File: config.mk
export PLATFORM = sky130hd
export DESIGN_NAME = pipeline_divider_param
export DESIGN_NICKNAME = d
export VERILOG_FILES = /design/src/rtl/divider_pkg.sv /design/src/rtl/divider_stage.sv /design/src/rtl/pipeline_divider_param.sv
export SDC_FILE = /design/constraint.sdc
export NUM_CORES = 2
export LEC_CHECK = 0
export BUFFER_PORTS_ARGS = -buffer_cell sky130_fd_sc_hd__buf_2
export CELL_PAD_IN_SITES_DETAIL_PLACEMENT = 0
export CELL_PAD_IN_SITES_GLOBAL_PLACEMENT = 1
export CORE_MARGIN = 2
export CORE_UTILIZATION = 44
export DETAILED_ROUTE_END_ITERATION = 8
export PLACE_DENSITY_LB_ADDON = 0.1
export SLEW_MARGIN = 20
export SYNTH_ARGS = -nofsm -noshare
export SYNTH_HDL_FRONTEND = slang
export SYNTH_SLANG_ARGS = --single-unit
File: constraint.sdc
create_clock -name clock -period 14.32 [get_ports clock]
set_clock_uncertainty 0.2 [all_clocks]
set_input_delay 1.432 -clock clock [delete_from_list [all_inputs] [get_ports clock]]
set_output_delay 1.432 -clock clock [all_outputs]
set_load 0.005 [all_outputs]
File: src/rtl/divider_pkg.sv
// Shared constants, types and helpers for the parametrised pipelined divider.
package divider_pkg;

   localparam int DIVIDEND_W_DEF = 28;
   localparam int DIVISOR_W_DEF  = 20;
   localparam int TAG_W_DEF      = 4;

   // Status flags that travel alongside every operation through the pipe.
   typedef struct packed {
      logic dbz;   // divisor was zero
      logic ovf;   // quotient does not fit in Q_W bits
   } div_flags_t;

   // Quotient width, which is also the number of restoring stages.
   function automatic int qw(input int dividend_w, input int divisor_w);
      return dividend_w - divisor_w;
   endfunction

endpackage

File: src/rtl/divider_stage.sv
// One restoring-division step: shift in the next dividend bit, trial
// subtract the divisor, produce one quotient bit, and register everything
// behind a common advance enable so the whole pipe stalls in lock-step.
module divider_stage
   import divider_pkg::*;
#(
   parameter int DIVISOR_W = DIVISOR_W_DEF,
   parameter int Q_W       = 8,
   parameter int TAG_W     = TAG_W_DEF
)(
   input  logic                 clock,
   input  logic                 reset,
   input  logic                 en_i,
   input  logic                 vld_i,
   input  logic [DIVISOR_W:0]   part_i,
   input  logic [Q_W-1:0]       dbits_i,
   input  logic [DIVISOR_W-1:0] dsr_i,
   input  logic [Q_W-1:0]       quo_i,
   input  logic [TAG_W-1:0]     tag_i,
   input  div_flags_t           flags_i,
   output logic                 vld_o,
   output logic [DIVISOR_W:0]   part_o,
   output logic [Q_W-1:0]       dbits_o,
   output logic [DIVISOR_W-1:0] dsr_o,
   output logic [Q_W-1:0]       quo_o,
   output logic [TAG_W-1:0]     tag_o,
   output div_flags_t           flags_o
);

   logic [DIVISOR_W+1:0] shifted;
   logic                 ge;
   logic [DIVISOR_W:0]   part_d;
   logic [Q_W-1:0]       dbits_d;
   logic [Q_W-1:0]       quo_d;

   logic                 vld_q;
   logic [DIVISOR_W:0]   part_q;
   logic [Q_W-1:0]       dbits_q;
   logic [DIVISOR_W-1:0] dsr_q;
   logic [Q_W-1:0]       quo_q;
   logic [TAG_W-1:0]     tag_q;
   div_flags_t           flags_q;

   // Shift/trial-subtract step; the compare uses the full shifted value so an
   // out-of-range operand cannot wrap, while the subtract itself is
   // DIVISOR_W+1 bits wide (the quotient is forced later for such operands).
   always_comb begin
      shifted = {part_i, dbits_i[Q_W-1]};
      ge      = (shifted >= {2'b00, dsr_i});
      part_d  = ge ? (shifted[DIVISOR_W:0] - {1'b0, dsr_i}) : shifted[DIVISOR_W:0];
      dbits_d = dbits_i << 1;
      quo_d   = (quo_i << 1) | Q_W'(ge);
   end

   // Stage register bank, held whenever the pipe is stalled.
   always_ff @(posedge clock or posedge reset) begin
      if (reset) begin
         vld_q   <= 1'b0;
         part_q  <= '0;
         dbits_q <= '0;
         dsr_q   <= '0;
         quo_q   <= '0;
         tag_q   <= '0;
         flags_q <= '0;
      end else if (en_i) begin
         vld_q   <= vld_i;
         part_q  <= part_d;
         dbits_q <= dbits_d;
         dsr_q   <= dsr_i;
         quo_q   <= quo_d;
         tag_q   <= tag_i;
         flags_q <= flags_i;
      end
   end

   assign vld_o   = vld_q;
   assign part_o  = part_q;
   assign dbits_o = dbits_q;
   assign dsr_o   = dsr_q;
   assign quo_o   = quo_q;
   assign tag_o   = tag_q;
   assign flags_o = flags_q;

endmodule

File: src/rtl/pipeline_divider_param.sv
// Fully pipelined unsigned restoring divider with valid/ready flow control.
// Q_W = DIVIDEND_W - DIVISOR_W step stages plus a registered output bank
// give a latency of Q_W cycles; DIVIDEND_W must exceed DIVISOR_W.
module pipeline_divider_param
   import divider_pkg::*;
#(
   parameter int DIVIDEND_W = DIVIDEND_W_DEF,
   parameter int DIVISOR_W  = DIVISOR_W_DEF,
   parameter int TAG_W      = TAG_W_DEF
)(
   input  logic                            clock,
   input  logic                            reset,
   input  logic                            in_valid,
   output logic                            in_ready,
   input  logic [DIVIDEND_W-1:0]           dividend,
   input  logic [DIVISOR_W-1:0]            divisor,
   input  logic [TAG_W-1:0]                in_tag,
   output logic                            out_valid,
   input  logic                            out_ready,
   output logic [DIVIDEND_W-DIVISOR_W-1:0] quotient,
   output logic [DIVISOR_W-1:0]            remainder,
   output logic [TAG_W-1:0]                out_tag,
   output logic                            div_by_zero,
   output logic                            overflow
);

   localparam int Q_W = qw(DIVIDEND_W, DIVISOR_W);

   // Result payload held in the output bank.
   typedef struct packed {
      logic [Q_W-1:0]       quo;
      logic [DIVISOR_W-1:0] rem;
      logic [TAG_W-1:0]     tag;
      div_flags_t           flags;
   } result_t;

   // Index 0 is the stage-0 input; index k+1 is the output of stage k.
   logic [Q_W:0]                  vld;
   logic [Q_W:0][DIVISOR_W:0]     part;
   logic [Q_W:0][Q_W-1:0]         dbits;
   logic [Q_W:0][DIVISOR_W-1:0]   dsr;
   logic [Q_W:0][Q_W-1:0]         quo;
   logic [Q_W:0][TAG_W-1:0]       tag;
   div_flags_t [Q_W:0]            flg;

   logic [DIVISOR_W-1:0] hi;
   logic                 advance;
   logic                 out_valid_q;
   result_t              result_d;
   result_t              result_q;
   logic                 unused_tail;

   // The pipe moves as one unit whenever the output slot is free or drained.
   assign advance  = !out_valid_q || out_ready;
   assign in_ready = advance;

   // Entry check and stage-0 seeding from the upper dividend bits.
   assign hi       = dividend[DIVIDEND_W-1:Q_W];
   assign vld[0]   = in_valid;
   assign part[0]  = {1'b0, hi};
   assign dbits[0] = dividend[Q_W-1:0];
   assign dsr[0]   = divisor;
   assign quo[0]   = '0;
   assign tag[0]   = in_tag;
   assign flg[0].dbz = (divisor == '0);
   assign flg[0].ovf = (hi >= divisor);

   for (genvar k = 0; k < Q_W; k++) begin : g_stage
      divider_stage #(
         .DIVISOR_W (DIVISOR_W),
         .Q_W       (Q_W),
         .TAG_W     (TAG_W)
      ) u_stage (
         .clock   (clock),
         .reset   (reset),
         .en_i    (advance),
         .vld_i   (vld[k]),
         .part_i  (part[k]),
         .dbits_i (dbits[k]),
         .dsr_i   (dsr[k]),
         .quo_i   (quo[k]),
         .tag_i   (tag[k]),
         .flags_i (flg[k]),
         .vld_o   (vld[k+1]),
         .part_o  (part[k+1]),
         .dbits_o (dbits[k+1]),
         .dsr_o   (dsr[k+1]),
         .quo_o   (quo[k+1]),
         .tag_o   (tag[k+1]),
         .flags_o (flg[k+1])
      );
   end

   // After the last step the dividend bits are exhausted, the divisor is no
   // longer needed and the partial MSB is zero for any in-range operand.
   assign unused_tail = ^{dbits[Q_W], dsr[Q_W], part[Q_W][DIVISOR_W]};

   // Overflow results report all-ones quotient and zero remainder.
   always_comb begin
      result_d.quo   = flg[Q_W].ovf ? '1 : quo[Q_W];
      result_d.rem   = flg[Q_W].ovf ? '0 : part[Q_W][DIVISOR_W-1:0];
      result_d.tag   = tag[Q_W];
      result_d.flags = flg[Q_W];
   end

   // Output bank: holds steady while the consumer back-pressures.
   always_ff @(posedge clock or posedge reset) begin
      if (reset) begin
         out_valid_q <= 1'b0;
         result_q    <= '0;
      end else if (advance) begin
         out_valid_q <= vld[Q_W];
         result_q    <= result_d;
      end
   end

   assign out_valid   = out_valid_q;
   assign quotient    = result_q.quo;
   assign remainder   = result_q.rem;
   assign out_tag     = result_q.tag;
   assign div_by_zero = result_q.flags.dbz;
   assign overflow    = result_q.flags.ovf;

endmodule

# After elaboration in Yosys (flattened, before gate mapping)
# Index checks and enable logic that the tools add are counted.
[word_totals] ff_bits=462 in_bits=56
[classes] reduce_logical=3 addsub=8 mux=10 bitwise=7 n_lt_le_gt_ge=9
[ops] op=">= comparator 22 x 20 -> 1 bit" count=7
[ops] op="2-to-1 mux 21 bit" count=7
[ops] op="subtractor 21 x 20 -> 21 bit" count=7
[ops] op="2-to-1 mux 20 bit" count=2
[ops] op=">= comparator 21 x 20 -> 1 bit" count=1
[ops] op=">= comparator 20 bit" count=1
[ops] op="zero test 20 bit" count=1
[ops] op="subtractor 20 bit" count=1
[ops] op="2-to-1 mux 8 bit" count=1
[ops] op="OR 8 x 1 -> 8 bit" count=1
[ops] op="OR 7 x 1 -> 7 bit" count=1
[ops] op="OR 6 x 1 -> 6 bit" count=1
[ops] op="OR 5 x 1 -> 5 bit" count=1
[ops] op="OR 4 x 1 -> 4 bit" count=1
[ops] op="OR 3 x 1 -> 3 bit" count=1
[ops] op="OR 2 x 1 -> 2 bit" count=1
[ops] op="zero test 1 bit" count=1
[ops] op="logical OR 1 bit" count=1

# Longest topological paths before layout
[depth] depth_word=2 mapped_depth=15

# Modules after synthesis
# From an unflattened synthesis, not the netlist that was laid out.
[hier_totals] cells_unflattened=3017 hier_area_um2=31056.0
[modules_own_cells] module="divider_stage (g_stage[0].u_stage ...)" area_per_inst_um2=3637.2 seq_area_each_um2=1576.5 cells_per_inst=348 instances=6
[modules_own_cells] module="divider_stage (g_stage[7].u_stage)" area_per_inst_um2=3651.0 seq_area_each_um2=1576.5 cells_per_inst=354 instances=1
[modules_own_cells] module="divider_stage (g_stage[3].u_stage)" area_per_inst_um2=3629.7 seq_area_each_um2=1576.5 cells_per_inst=346 instances=1
[modules_own_cells] module="pipeline_divider_param" area_per_inst_um2=1951.9 seq_area_each_um2=875.8 cells_per_inst=229 instances=1

# Worst setup path before layout
# Ideal clock, no wire load.
[synth_timing] path_kind="in2reg" from="input divisor[1]" to="register g_stage[0].u_stage.part_q[14]" required_ps=14033 setup_slack_ps=10217 path_stages=12 arrival_time_ps=3816 path_cell_list="inv_1 -> ha_1 -> nor2b_1 -> o31a_1 -> o41a_1 -> a311o_1 -> nand3_1 -> and3_1 -> buf_4 -> nor3_1 -> mux2_2 -> a211oi_2"
[synth_between] elab_chain_cells=2 word_cells_on_any_way=3 cone_classes="add/sub: 1; order compare: 1; mux: 1"
[synth_lines] element="start: declaration" line_no="pipeline_divider_param.sv:16" rtl="input logic [DIVISOR_W-1:0] divisor,"
[synth_lines] element="subtractor 21 x 20 -> 21 bit or >= comparator 21 x 20 -> 1 bit (tied branches)" line_no="divider_stage.sv:50, divider_stage.sv:49"
[synth_lines] element="2-to-1 mux 21 bit (*)" line_no="divider_stage.sv:50" rtl="part_d = ge ? (shifted[DIVISOR_W:0] - {1'b0, dsr_i}) : shifted[DIVISOR_W:0];"
[synth_lines] element="end signal: assignment" line_no="divider_stage.sv:67" rtl="part_q <= part_d;"
[synth_lines] element="end: declaration" line_no="divider_stage.sv:37" rtl="logic [DIVISOR_W:0] part_q;"
# Mark *: on every way between the ends. The rest lies on a longest branch, timed or not.
# A chain may end at the register's enable or synchronous reset.

# Worst setup path after layout
[layout_timing] from="input out_ready" to="output in_ready"
[layout_between] elab_chain_cells=1
[layout_lines] element="start: declaration" line_no="pipeline_divider_param.sv:19" rtl="input logic out_ready,"
[layout_lines] element="logical OR 1 bit" line_no="pipeline_divider_param.sv:54" rtl="assign advance = !out_valid_q || out_ready;"
[layout_lines] element="end: declaration" line_no="pipeline_divider_param.sv:14" rtl="output logic in_ready,"
# Every way passes these cells.

==> flow_metrics.env <==
export IMPL_dpl_hpwl_mm=51.7
export IMPL_drtIter0Drc=1181
export IMPL_cts_buffers=54
export IMPL_synth_distinct_cells=73
export IMPL_initial_core_util_pct=44.5
export IMPL_fin_crit_sh_pct=32.2
export IMPL_mappedNetlistArea_mm2=0.0269
export IMPL_maxSlewHeadroom_pct=35.9
export IMPL_cp_start_kind="input port"
export IMPL_final_seq_area_mm2=0.0116
export IMPL_holdWs_ps=254
export IMPL_die_area_mm2=0.0631
export IMPL_min_path_type="register to register"
export IMPL_syn2layout_area_growth_pct=11.1
export IMPL_viasPerCell=5.36
export IMPL_drive_above_1_share_pct=7.34
export IMPL_synth_edf_count=0
export IMPL_grt_ovfl_total=0
export IMPL_finalSetupTns_ps=0
export IMPL_io_buffers=91
export IMPL_synth_ff_type="dfrtp_1"
export IMPL_multi_input_area_mm2=0.0140
export IMPL_cp_required_ps=12690
export IMPL_core_area_mm2=0.0604
export IMPL_num_vias=21800
export IMPL_grt_max_degree=188
export IMPL_die_x_um=251
export IMPL_outcome="finished clean"
export IMPL_fmax_mhz=217
export IMPL_cts_sinks=462
export IMPL_syn_avg_cell_area_um2=8.36
export IMPL_grt_pass1_vias=21700
export IMPL_die_y_um=251
export IMPL_place_congestion=0.892
export IMPL_ant_nets=0
export IMPL_rsz0062_at_grt="no"
export IMPL_final_common_cell="nand2_1"
export IMPL_grt_pass1_wl_mm=115
export IMPL_path_clk_slew_ps=60
export IMPL_crit_path_end_kind="output port"
export IMPL_wl_per_cell_um=17.4
export IMPL_clk_latency_ps=630
export IMPL_finalSetupViolations=0
export IMPL_ios=92
export IMPL_ys_warnings_count=0
export IMPL_ys_ff_latch=462
export IMPL_layout_common_cells="nand2_1, dfrtp_1, o21ai_0, a21oi_1, nor2_1"
export IMPL_syn_num_nets=3458
export IMPL_ys_seq_area_share_pct=43.0
export IMPL_cp_data_arrival_time_ps=2970
export IMPL_tightestPinTransition_ps=961
export IMPL_cts_tree="built"
export IMPL_period_needed_ps=4610
export IMPL_cts_hold_buf=0
export IMPL_grt_usage_pct=22.6
export IMPL_slew_viol_final=0
export IMPL_hold_viol=0
export IMPL_drc=0
export IMPL_ctsHtreeMaxLevel=2
export IMPL_cts_root_buf="clkbuf_16"
export IMPL_synthArstFlopShare_pct=100
export IMPL_clock_path_buffers=3
export IMPL_wl_mm=70.6
export IMPL_worstSetupPathType="input port to output port"
export IMPL_postCtsResizedCells=0
export IMPL_antenna_found_initial=0
export IMPL_cp_max_fo=85
export IMPL_antennaDiodeCount=0
export IMPL_cts_setup_buffers=0
export IMPL_fill_cells=5984
export IMPL_fin_nets=3483
export IMPL_syn_inst=3214
export IMPL_maxCapViolCount=0
export IMPL_drt_pass1_iter_count=5
export IMPL_core_rowCount=90
[state kept, by name, indices dropped and copies added, names as in the netlist, 4 cells and up]
name / cells
g_stage.u_stage.dbits_o: 28
g_stage.u_stage.dsr_o: 140
g_stage.u_stage.flags_o: 16
g_stage.u_stage.part_o: 167
g_stage.u_stage.quo_o: 36
g_stage.u_stage.tag_o: 32
g_stage.u_stage.vld_o: 8
out_tag: 4
quotient: 8
remainder: 20
[synth_stat cells (all sizes together), types with 7 or more instances]
cell	count	area (µm²)
and2	7	43.8
nand4	28	175
nor3	36	180
o31a	11	96.3
buf	26	135
or2	12	75.1
o211ai	12	90.1
nand3b	22	165
nand2	709	2660
a31oi	23	144
o21bai	20	150
o21a	30	225
a21oi	292	1470
nor2b	22	138
xnor2	70	613
mux2i	47	470
clkbuf	119	447
o21ai	307	1540
nand2b	22	138
a21o	60	450
dfrtp	462	11600
o31ai	8	65.1
a211oi	24	185
xor2	51	447
inv	205	769
nor4	11	68.8
nand3	23	115
or3	9	56.3
and3	12	75.1
fa	8	160
ha	180	2250
nor2	268	1010
[cell type report]
cell class | count | area share [%]
clock buffers | 75 | 5.19
clock inverters | 27 | 1.17
inverters | 205 | 2.61
multi-input cells | 2402 | 46.8
flip-flops and latches | 462 | 38.7
well taps | 782 | 3.28
repair buffers | 114 | 2.19
[per-stage QoR]
stage                     worst slack, ps  area (µm²)  cells  util, %
after floorplan                      6440       26900   3214        -
after global placement               9410       28000   3965     46.3
after detailed placement             9360       28000   3965     46.3
after CTS                            9730       29900   4067     49.5
after global routing                 9600       29900   4067     49.5
final                                9710       29900   4067     49.5
[worst max-delay path, stage by stage]
cell and delay (ps):
buf_2 110, nor2b_4 90, buf_4 600, inv_8 350, buf_2 250
[kinds of logic after synthesis]
group	after synthesis	share of synthesized area (%)
multiplexers	50	1.88
adder cells (fa/ha/maj)	188	8.97
buffers and inverters	350	5.03
AO/OA/AOI/OAI	843	18.4
XOR/XNOR	121	3.94
AND/OR/NAND/NOR	1200	18.8
flip-flops	462	43.0
[routing by layer]
metal | up-vias | share of wire [%] | global-route usage, %
li1 | 11000 | - | -
met3 | 105 | 2.4 | 2.44
met1 | 10400 | 45 | 28.9
met4 | 0 | 2.4 | 6.31
met2 | 245 | 50 | 40.4
met5 | - | 0 | 0
[worst paths after layout]
kind	from	endpoint	slack (ps)	cells past startpoint
setup / recovery	out_ready	in_ready	9710	5
hold / removal	g_stage[4].u_stage.tag_o[0]$_DFFE_PP0P_	g_stage[5].u_stage.tag_o[0]$_DFFE_PP0P_	250	2
setup reg to reg	g_stage[2].u_stage.dbits_o[7]$_DFFE_PP0P_	g_stage[3].u_stage.part_o[10]$_DFFE_PP0P_	9900	13
hold reg to reg	g_stage[4].u_stage.tag_o[0]$_DFFE_PP0P_	g_stage[5].u_stage.tag_o[0]$_DFFE_PP0P_	250	2
max in group asynchronous	reset	g_stage[0].u_stage.tag_o[1]$_DFFE_PP0P_	10960	5
min in group asynchronous	reset	g_stage[6].u_stage.dsr_o[12]$_DFFE_PP0P_	860	3
Power is not shown: default switching activity piles up to over one toggle a cycle in this logic, so the estimate is an artifact.
